## src/rtl/core_launcher.sv

```systemverilog
// Host-side sequencer for the 9-bit core: loads program bytes into data memory,
// releases the core, waits for done (with timeout), then drains a result window.
module core_launcher #(
  parameter int unsigned LOAD_BASE    = 0,
  parameter int unsigned RESULT_BASE  = 64,
  parameter int unsigned RESULT_LEN   = 32,
  parameter int unsigned START_CYCLES = 2,
  parameter int unsigned TIMEOUT      = 4096
) (
  input  logic       clk,
  input  logic       reset,
  input  logic       in_valid,
  output logic       in_ready,
  input  logic [7:0] in_data,
  input  logic       in_last,
  output logic       mem_wr_en,
  output logic [7:0] mem_addr,
  output logic [7:0] mem_wr_data,
  input  logic [7:0] mem_rd_data,
  output logic       core_sel,
  output logic       core_start,
  input  logic       core_done,
  output logic       out_valid,
  input  logic       out_ready,
  output logic [7:0] out_data,
  output logic       busy,
  output logic       timeout
);

  localparam int unsigned RUN_W = $clog2(TIMEOUT);
  localparam int unsigned ST_W  = (START_CYCLES > 1) ? $clog2(START_CYCLES) : 1;

  typedef enum logic [2:0] {
    S_LOAD,
    S_START,
    S_RUN,
    S_DRAIN,
    S_DONE
  } state_t;

  state_t           state;
  logic [7:0]       ld_cnt;
  logic [7:0]       rd_idx;
  logic [RUN_W-1:0] run_cnt;
  logic [ST_W-1:0]  st_cnt;
  logic             in_fire;
  logic             out_fire;

  // Handshake-facing outputs are gated by reset so nothing moves while it is held.
  assign in_ready    = reset & (state == S_LOAD);
  assign in_fire     = in_valid & in_ready;
  assign out_valid   = reset & (state == S_DRAIN);
  assign out_fire    = out_valid & out_ready;
  assign mem_wr_en   = in_fire;
  assign mem_wr_data = in_data;
  assign out_data    = mem_rd_data;
  assign core_start  = ~(reset & (state == S_RUN));
  assign core_sel    = reset & ((state == S_START) | (state == S_RUN));
  assign busy        = reset & ((state == S_START) | (state == S_RUN) | (state == S_DRAIN));

  // Address math wraps mod 256 by construction of the 8-bit adders.
  assign mem_addr = (state == S_DRAIN) ? (8'(RESULT_BASE) + rd_idx)
                                       : (8'(LOAD_BASE) + ld_cnt);

  always_ff @(posedge clk) begin
    if (!reset) begin
      state   <= S_LOAD;
      ld_cnt  <= '0;
      rd_idx  <= '0;
      run_cnt <= '0;
      st_cnt  <= '0;
      timeout <= 1'b0;
    end else begin
      case (state)
        S_LOAD: begin
          if (in_fire) begin
            ld_cnt <= ld_cnt + 8'd1;
            if (in_last) begin
              state  <= S_START;
              st_cnt <= '0;
            end
          end
        end
        S_START: begin
          if (st_cnt == ST_W'(START_CYCLES - 1)) state <= S_RUN;
          else st_cnt <= st_cnt + ST_W'(1);
        end
        S_RUN: begin
          run_cnt <= run_cnt + RUN_W'(1);
          // A done arriving on the final allowed cycle beats the timeout.
          if (core_done) begin
            state <= S_DRAIN;
          end else if (run_cnt == RUN_W'(TIMEOUT - 1)) begin
            timeout <= 1'b1;
            state   <= S_DRAIN;
          end
        end
        S_DRAIN: begin
          if (out_fire) begin
            rd_idx <= rd_idx + 8'd1;
            if (rd_idx == 8'(RESULT_LEN - 1)) state <= S_DONE;
          end
        end
        S_DONE: begin
          if (in_valid) begin
            state   <= S_LOAD;
            ld_cnt  <= '0;
            rd_idx  <= '0;
            run_cnt <= '0;
            timeout <= 1'b0;
          end
        end
        default: state <= S_LOAD;
      endcase
    end
  end

endmodule

```

## config.mk

```make
export PLATFORM = sky130hd
export DESIGN_NAME = core_launcher
export DESIGN_NICKNAME = d
export VERILOG_FILES = /design/src/rtl/core_launcher.sv
export SDC_FILE = /design/constraint.sdc
export NUM_CORES = 1
export LEC_CHECK = 0
export ABC_AREA = 1
export ABC_CLOCK_PERIOD_IN_PS = 1920
export CORE_ASPECT_RATIO = 2
export CORE_UTILIZATION = 35
export DETAILED_ROUTE_END_ITERATION = 8
export PLACE_DENSITY = 0.71
export SYNTH_ARGS = -nofsm -noshare
export SYNTH_HDL_FRONTEND = slang
export SYNTH_SLANG_ARGS = --single-unit
```

## constraint.sdc

```tcl
create_clock -name clk -period 1.92 [get_ports clk]
set_input_delay 0.576 -clock clk [delete_from_list [all_inputs] [get_ports clk]]
set_output_delay 0.576 -clock clk [all_outputs]
set_load 0.02 [all_outputs]
```

# --- Yosys cells after proc, flatten, opt, wreduce, memory -nomap -nowiden ---
# Cells that the tools add are included.
word_totals:
  reg_bits: 33
  latchBits: 0
  mem_bits_rw: 0
  rom_bits: 0
  in_bits: 22
  output_inout_bits: 31
  elab_cells: 72
  mem_count: 0
op_classes:
  add_sub_neg: 5
  multipliers: 0
  div: 0
  order_cmp: 0
  eq_ne: 15
  shift: 0
  n_mux: 25
  bitwise: 10
  reduce_logical: 11
ops:
  columns: ["op", "count"]
  rows:
  - ["2-to-1 mux 8 bit", 4]
  - ["case mux 8 bit (2 select lines)", 2]
  - ["2-to-1 mux 3 bit", 8]
  - ["case mux 12 bit (2 select lines)", 1]
  - ["adder 8 x 1 -> 8 bit, second input constant", 2]
  - ["case mux 3 bit (5 select lines)", 1]
  - ["adder 12 x 1 -> 12 bit, second input constant", 1]
  - ["equality test 12 bit, second input constant", 1]
  - ["2-to-1 mux 12 bit", 1]
  - ["!= test 2 bit, second input constant", 6]
  - ["AND reduction 3 bit", 3]
  - ["adder 7 x 8 -> 8 bit, first input constant", 1]
  - ["equality test 8 x 5 -> 1 bit, second input constant", 1]
  - ["nonzero test 2 bit", 4]
  - ["AND 1 bit", 7]
  - ["AND reduction 7 bit", 1]
  - ["equality test 3 x 2 -> 1 bit, second input constant", 2]
  - ["2-to-1 mux 1 bit", 6]
  - ["!= test 2 x 1 -> 1 bit, second input constant", 2]
  - ["case mux 1 bit (2 select lines)", 2]
  - ["AND reduction 4 bit", 1]
  - ["equality test 3 x 1 -> 1 bit, second input constant", 1]
  - ["equality test 3 bit, second input constant", 1]
  - ["zero test 3 bit", 1]
  - ["other kinds (5)", 6]

# --- Longest topological paths before layout ---
# Gate-level depths: netlist of run 1.
depth:
  word_depth: 5
  depth_mapped: 10
  ltp_nobuf: 10

# --- Worst setup path before layout of run 1 ---
# OpenSTA, ideal clock, no wires.
synth_path:
  path_type: "register -> output"
  start: "reg state[2]"
  end: "out mem_wr_en"
  t_arrival_ns: 1.377
  required_ns: 1.344
  path_slack_ns: -0.033
  stages_incl_launch_ff: 7
  n_path_buf: 1
  cell_sequence: "dfxtp_1 -> buf_6 -> nor2_1 -> nand2_1 -> nor2_1 -> nand2_1 -> inv_1"
synth_via:
  elab_chain_cells: 3
synth_rtl:
  columns: ["element", "line_no", "text"]
  rows:
  - ["from (decl)", "41", "state_t state;"]
  - ["from (signal assigned)", "67", "state <= S_LOAD;"]
  - ["from (signal assigned)", "79", "state <= S_START;"]
  - ["from (signal assigned)", "85", "if (st_cnt == ST_W'(START_CYCLES - 1)) state <= S_RUN;"]
  - ["zero test 3 bit", "50", "assign in_ready = reset & (state == S_LOAD);"]
  - ["AND 1 bit", "50", null]
  - ["net in_ready", "13", "output logic in_ready,"]
  - ["AND 1 bit", "51", "assign in_fire = in_valid & in_ready;"]
  - ["to (decl)", "16", "output logic mem_wr_en,"]
# The timed path passes the listed nets, and every way through them passes these cells.

# --- Final worst setup path of run 1 ---
layout_path:
  start: "reg state[0]"
  end: "out mem_addr[1]"
layout_via:
  elab_chain_cells: 2
layout_rtl:
  columns: ["element", "line_no", "text"]
  rows:
  - ["equality test 3 x 2 -> 1 bit", "62", "assign mem_addr = (state == S_DRAIN) ? (8'(RESULT_BASE) + rd_idx)"]
  - ["2-to-1 mux 8 bit", "62", null]
  - ["to (decl)", "17", "output logic [7:0] mem_addr,"]
# Every way passes these cells.

==> qor.yml, run 1 <==
outcome:
  status: "complete, but fails checks"
  violations: "negative setup slack"
timing:
  tightest_slew_ns: 0.412
  min_period_over_period_pct: 102
  skew_ns: 0.00654
  setup_viol: 6
  grt_setup_unrepaired: "true"
  worst_slack_ns: -0.0428
  hold_ws_ns: 0.443
  hold_viol_final: 0
  final-max-slew-violation-count: 0
  finalCriticalPeriod_ns: 1.96
  relSlewSlack_pct: 72.3
  fmax_mhz: 509
clock_tree:
  tritoncts: "done"
  clock-sinks: 33
  cts_made_buffers: 5
  clk_pin_slew_worst_paths_ns: 0.07
  clkLatencyLatePin_ns: 0.29
  postCtsHoldBufs: 0
  cts_buffer_depth: 2
  root_buffer: "clkbuf_8"
  htreeDepth: 2
route:
  totalWireLength_um: 5170
  vias: 2047
  dr.pass1.iters: 4
  routed_via_density: 4.97
  ant_nets: 0
  drtIter0Drc: 36
  wire_per_inst_um: 12.6
  drc: 0
yosys:
  synth_edf_count: 0
  ys_seq_area_share_pct: 34.0
  syn_avg_cell_area_um2: 6.43
  synth-seq-cells: 33
  synth_nets: 328
  synth_async_sr_flop_share_pct: 0
  synth_area_mm2: 0.00194
  yosysWarnings: 0
  ys_types: 28
  synth_cells: 302
  synthFlopType: "dfxtp_1"
power:
  swShare_pct: 33.3
  power_leakage_nw: 1.15
  clkPwrFrac_pct: 26.6
  power_density_mw_per_mm2: 776
  p_int_mw: 1.36
  power_switching_mw: 0.680
  peakVddDrop_uv: 617
  pwr-share-comb_pct: 35.7
  power_frac_seq_pct: 37.7
cells_and_area:
  nets: 378
  final_common_cell: "nand2_1"
  layout-drive-gt1-share_pct: 28.7
  design_area_mm2: 0.00263
  fin_util_pct: 49.0
  antenna_cells: 0
  final_cell_mix: "nand2_1 (65), buf_4 (43), nor2_1 (38), inv_1 (35), dfxtp_1 (30)"
  fill_cells: 517
  syn2layout_area_growth_pct: 35.6
setup_path:
  path_class: "flip-flop to output port"
  startpoint_type: "flip-flop"
  end_kind: "output port"
  crit_path_top_delay_cell: "dfxtp_4"
  crit_arrival_ns: 1.39
  worstPathRequired_ns: 1.34
  critPathMaxStageDelay_ns: 0.39
  critPathMaxFanout: 8
  path_cells: "nand2_4 > nor2_4 > clkinv_4 > buf_6 > nand2_4 > nand2_2 > buf_6"
place:
  post_dp_cell_area_mm2: 0.00236
  post-place-ws_ns: -0.693
  gp_congestion: 0.926
  port_buffers: 20
  hpwl_um: 3840
die:
  core_area_mm2: 0.00537
  die_width_um: 54.7
  die_area_mm2: 0.00587
  rows: 38
  die_h_um: 107
  num_io_pins: 53
  start_util_pct: 36.1
grt:
  grt-ovfl-total: 0
  grt_max_degree: 12
  grtUsageTotal_pct: 19.1
  grt_pass1_wl_um: 8020
  antenna_found_initial: 0
  grt_pass1_vias: 1925
job:
  drv_cap: 0
worst_hold_path:
  holdCritPathClass: "flip-flop to flip-flop"
## worst max-delay path: cells and delay by family, from the launching register on
family	cells	cell delay (ns)
simple gates	4	0.30
flops	1	0.39
buf+inv	3	0.39
## power groups by stage
stage	logic (mW)	registers [mW]	clock network, mW
5_1_grt	0.799	0.776	0.577
3_5_place_dp	0.614	0.768	0
6_report	0.729	0.771	0.544
4_1_cts	0.640	0.759	0.552
3_3_place_gp	0.607	0.766	0
2_1_floorplan	0.348	0.766	0
## per-stage QoR
step	power, mW	setup TNS [ns]	instances
global route	2.15	-0.966	412
global placement	1.37	-6.70	399
finish	2.04	-0.0987	412
floorplan	1.11	0	302
detailed placement	1.38	-7.21	399
CTS	1.95	-0.443	410
## synth_stat cells, drive strengths merged, types with 2 or more instances
master / n / area [um^2]
nor3: 6 / 35.0
nor2: 43 / 166
buf: 18 / 136
o21ai: 21 / 105
a21oi: 26 / 130
nor4: 2 / 12.5
nand3: 15 / 85.1
ha: 4 / 50.1
inv: 40 / 150
clkbuf: 3 / 11.3
nand4: 4 / 25.0
nand2: 80 / 313
dfxtp: 33 / 661
## registers in the layout (all words and copies together) (netlist names)
name,count
timeout,1
rd_idx,8
state,3
st_cnt,1
ld_cnt,8
run_cnt,12
## final cells by class
class                   count  area, um^2  area share [%]
multi-input cells         208        1100            41.9
inverters                  40         155            5.89
well taps                  60        75.1            2.85
clock buffers               7        86.3            3.28
flip-flops and latches     33         669            25.4
repair buffers             64         544            20.7
## what timing repair did
item / 4_1_cts / 5_1_grt
buffers inserted: 3 / 2
gates resized for setup: 95 / 45
setup endpoints to repair: 14 / 14
gates cloned: 1 / 0
pin swaps: 2 / 6
## logic make-up after synthesis
kind of cell,count (synthesis),synth area share (%)
xor+xnor,1,0.451
simple gates,152,33.8
flops,33,34.0
buf+inv,61,15.3
fa+ha+maj,4,2.58
compound gates,51,13.9
## layer usage
metal	vias to the layer above	share of wire [%]	track usage [%]
li1	1048	-	-
met1	932	34	16.9
met2	49	58	35.1
met3	18	3.8	3.53
met4	0	4.4	13.4
met5	-	0	0
## path summary, 6_finish.rpt
check | cells after the start | end | slack, ns | from
setup / recovery | 7 | mem_addr[1] | -0.04 | state[0]
hold / removal | 2 | run_cnt[5] | 0.44 | run_cnt[5]
setup reg to reg | 10 | state[1] | 0.24 | rd_idx[0]
hold reg to reg | 2 | run_cnt[5] | 0.44 | run_cnt[5]
Power figures use the tool's default switching activity.
==> run 2, diff against run 1 <==
MAX_ROUTING_LAYER = met4   (was not set)
PLACE_DENSITY = 0.6   (was 0.71)
==> run 2 against run 1 <==
Net effect:
- the run still ends with negative setup slack left
- worst setup slack improved by 0.030 ns
- combinational power fell by 7.4%
- critical path depth fell by 1
- largest power group unchanged
- register-to-register slack barely moved
- final cell count fell by 1.2%
- final area fell by 3.8%
- non-clock buffer count fell by 6
- critical endpoint is now mem_addr[5]
- die area did not move
- via count fell by 1.5%
- fmax rose by 1.6%
- sequential cell count did not move
==> qor.yml, run 2 (same netlist as run 1, synthesis figures left out) <==
timing:
  hold_viol_final: 0
  grt_setup_unrepaired: "true"
  final-max-slew-violation-count: 0
  setup_viol: 4
  finalCriticalPeriod_ns: 1.93
  worst_slack_ns: -0.0127
  relSlewSlack_pct: 75.9
  fmax_mhz: 517
  skew_ns: 0.00426
  tightest_slew_ns: 0.359
  min_period_over_period_pct: 101
power:
  power_frac_seq_pct: 39.1
  peakVddDrop_uv: 676
  p_int_mw: 1.30
  swShare_pct: 33.8
  clkPwrFrac_pct: 26.4
  power_leakage_nw: 1.07
  power_switching_mw: 0.662
  power_density_mw_per_mm2: 773
  p_total_mw: 1.96
  pwr-share-comb_pct: 34.5
clock_tree:
  clkLatencyLatePin_ns: 0.29
  postCtsHoldBufs: 0
  clk_pin_slew_worst_paths_ns: 0.07
  root_buffer: "clkbuf_8"
  htreeDepth: 2
  tritoncts: "done"
  cts_buffer_depth: 2
  clock-sinks: 33
  cts_made_buffers: 5
cells_and_area:
  layout-drive-gt1-share_pct: 28.0
  largestRegisters: "run_cnt x12, ld_cnt x8, rd_idx x8"
  fill_cells: 557
  final_cell_mix: "nand2_1 (67), buf_4 (41), nor2_1 (36), inv_1 (33), dfxtp_1 (30)"
  antenna_cells: 0
  regMostFlops: "run_cnt"
  final_common_cell: "nand2_1"
  syn2layout_area_growth_pct: 30.4
  nets: 372
  stdcell_count: 407
  multiInputGateArea_mm2: 0.00107
  largest_reg_flops: 12
  regArea_um2: 669
outcome:
  status: "complete, but fails checks"
  violations: "negative setup slack"
setup_path:
  crit_arrival_ns: 1.36
  crit_path_top_delay_cell: "dfxtp_4"
  regToRegSetupSlack_ns: 0.25
  startpoint_type: "flip-flop"
  crit_family: "flip-flops"
  path_cells: "nand2_4 > nor2_4 > buf_6 > nand2_2 > o21ai_2 > buf_6"
  end_kind: "output port"
  cpMostUsedCell: "buf_6"
  worstPathRequired_ns: 1.34
  crit_buf_inv: 2
  path_class: "flip-flop to output port"
  critPathMaxFanout: 6
  critPathMaxStageDelay_ns: 0.38
grt:
  antenna_found_initial: 0
  grt_max_degree: 13
  grt_pass1_vias: 1994
  grt_pass1_wl_um: 8200
  grt-ovfl-total: 0
  grtUsageTotal_pct: 20.0
place:
  hpwl_um: 3940
  dp_cells: 397
  gp_congestion: 0.943
  port_buffers: 20
job:
  drv_cap: 0
route:
  drc: 0
  totalWireLength_um: 5160
  routed_via_density: 4.95
  drtIter0Drc: 49
  ant_nets: 0
  wire_per_inst_um: 12.7
  vias: 2016
  dr.pass1.iters: 4
die:
  die_h_um: 107
  core_area_mm2: 0.00537
  die_width_um: 54.7
  num_io_pins: 53
  rows: 38
  start_util_pct: 36.1
  die_area_mm2: 0.00587
worst_hold_path:
  holdCritPathClass: "flip-flop to flip-flop"
[run 2: per-stage QoR]
| step | utilization, % | hold WS [ns] | area (um^2) | setup WS, ns | setup TNS, ns |
|---|---|---|---|---|---|
| detailed placement | 43.6 | 0.448 | 2340 | -0.678 | -7.02 |
| CTS | 44.4 | 0.458 | 2390 | -0.0481 | -0.187 |
| global placement | 43.6 | 0.429 | 2340 | -0.667 | -6.63 |
| finish | 47.1 | 0.452 | 2530 | -0.0127 | -0.0219 |
| floorplan | - | 0.421 | 1940 | 0.0814 | 0 |
| global route | 47.1 | 0.479 | 2530 | -0.0737 | -0.588 |
[run 2: final timing paths]
kind	startpoint	endpoint	cells after the start
worst max-delay path	state[0]	mem_addr[5]	6
worst min-delay path	run_cnt[5]	run_cnt[5]	2
worst max register to register	rd_idx[0]	state[1]	10
worst min register to register	run_cnt[5]	run_cnt[5]	2
[run 2: power groups by stage]
stage | clock [mW] | combinational (mW) | sequential (mW)
floorplan | 0 | 0.348 | 0.766
global placement | 0 | 0.603 | 0.764
detailed placement | 0 | 0.604 | 0.766
CTS | 0.534 | 0.588 | 0.754
global route | 0.555 | 0.740 | 0.772
finish | 0.517 | 0.675 | 0.767
[run 2: area by class of cell]
| cell class | instances | share of cell area, % |
|---|---|---|
| well taps | 60 | 2.96 |
| repair buffers | 58 | 19.2 |
| multi-input cells | 208 | 42.2 |
| flip-flops and latches | 33 | 26.4 |
| clock buffers | 8 | 3.16 |
| inverters | 40 | 6.03 |
[run 2: worst min-delay path: stages, from the launching register on]
cell	delay, ns
dfxtp_1	0.31
inv_1	0.05
a21oi_1	0.05
[run 2: what timing repair did]
item / CTS / global route
setup buffers: 0 / 1
pin swaps: 1 / 6
resized for setup: 78 / 54
gates cloned: 0 / 1
endpoints found under the setup margin: 14 / 14
[run 2: layer usage]
metal	GRT usage (%)	part of all wire [%]
met3	3.53	2.9
met4	13.4	4.5
met1	17.3	35
met5	-	0
met2	35.8	57
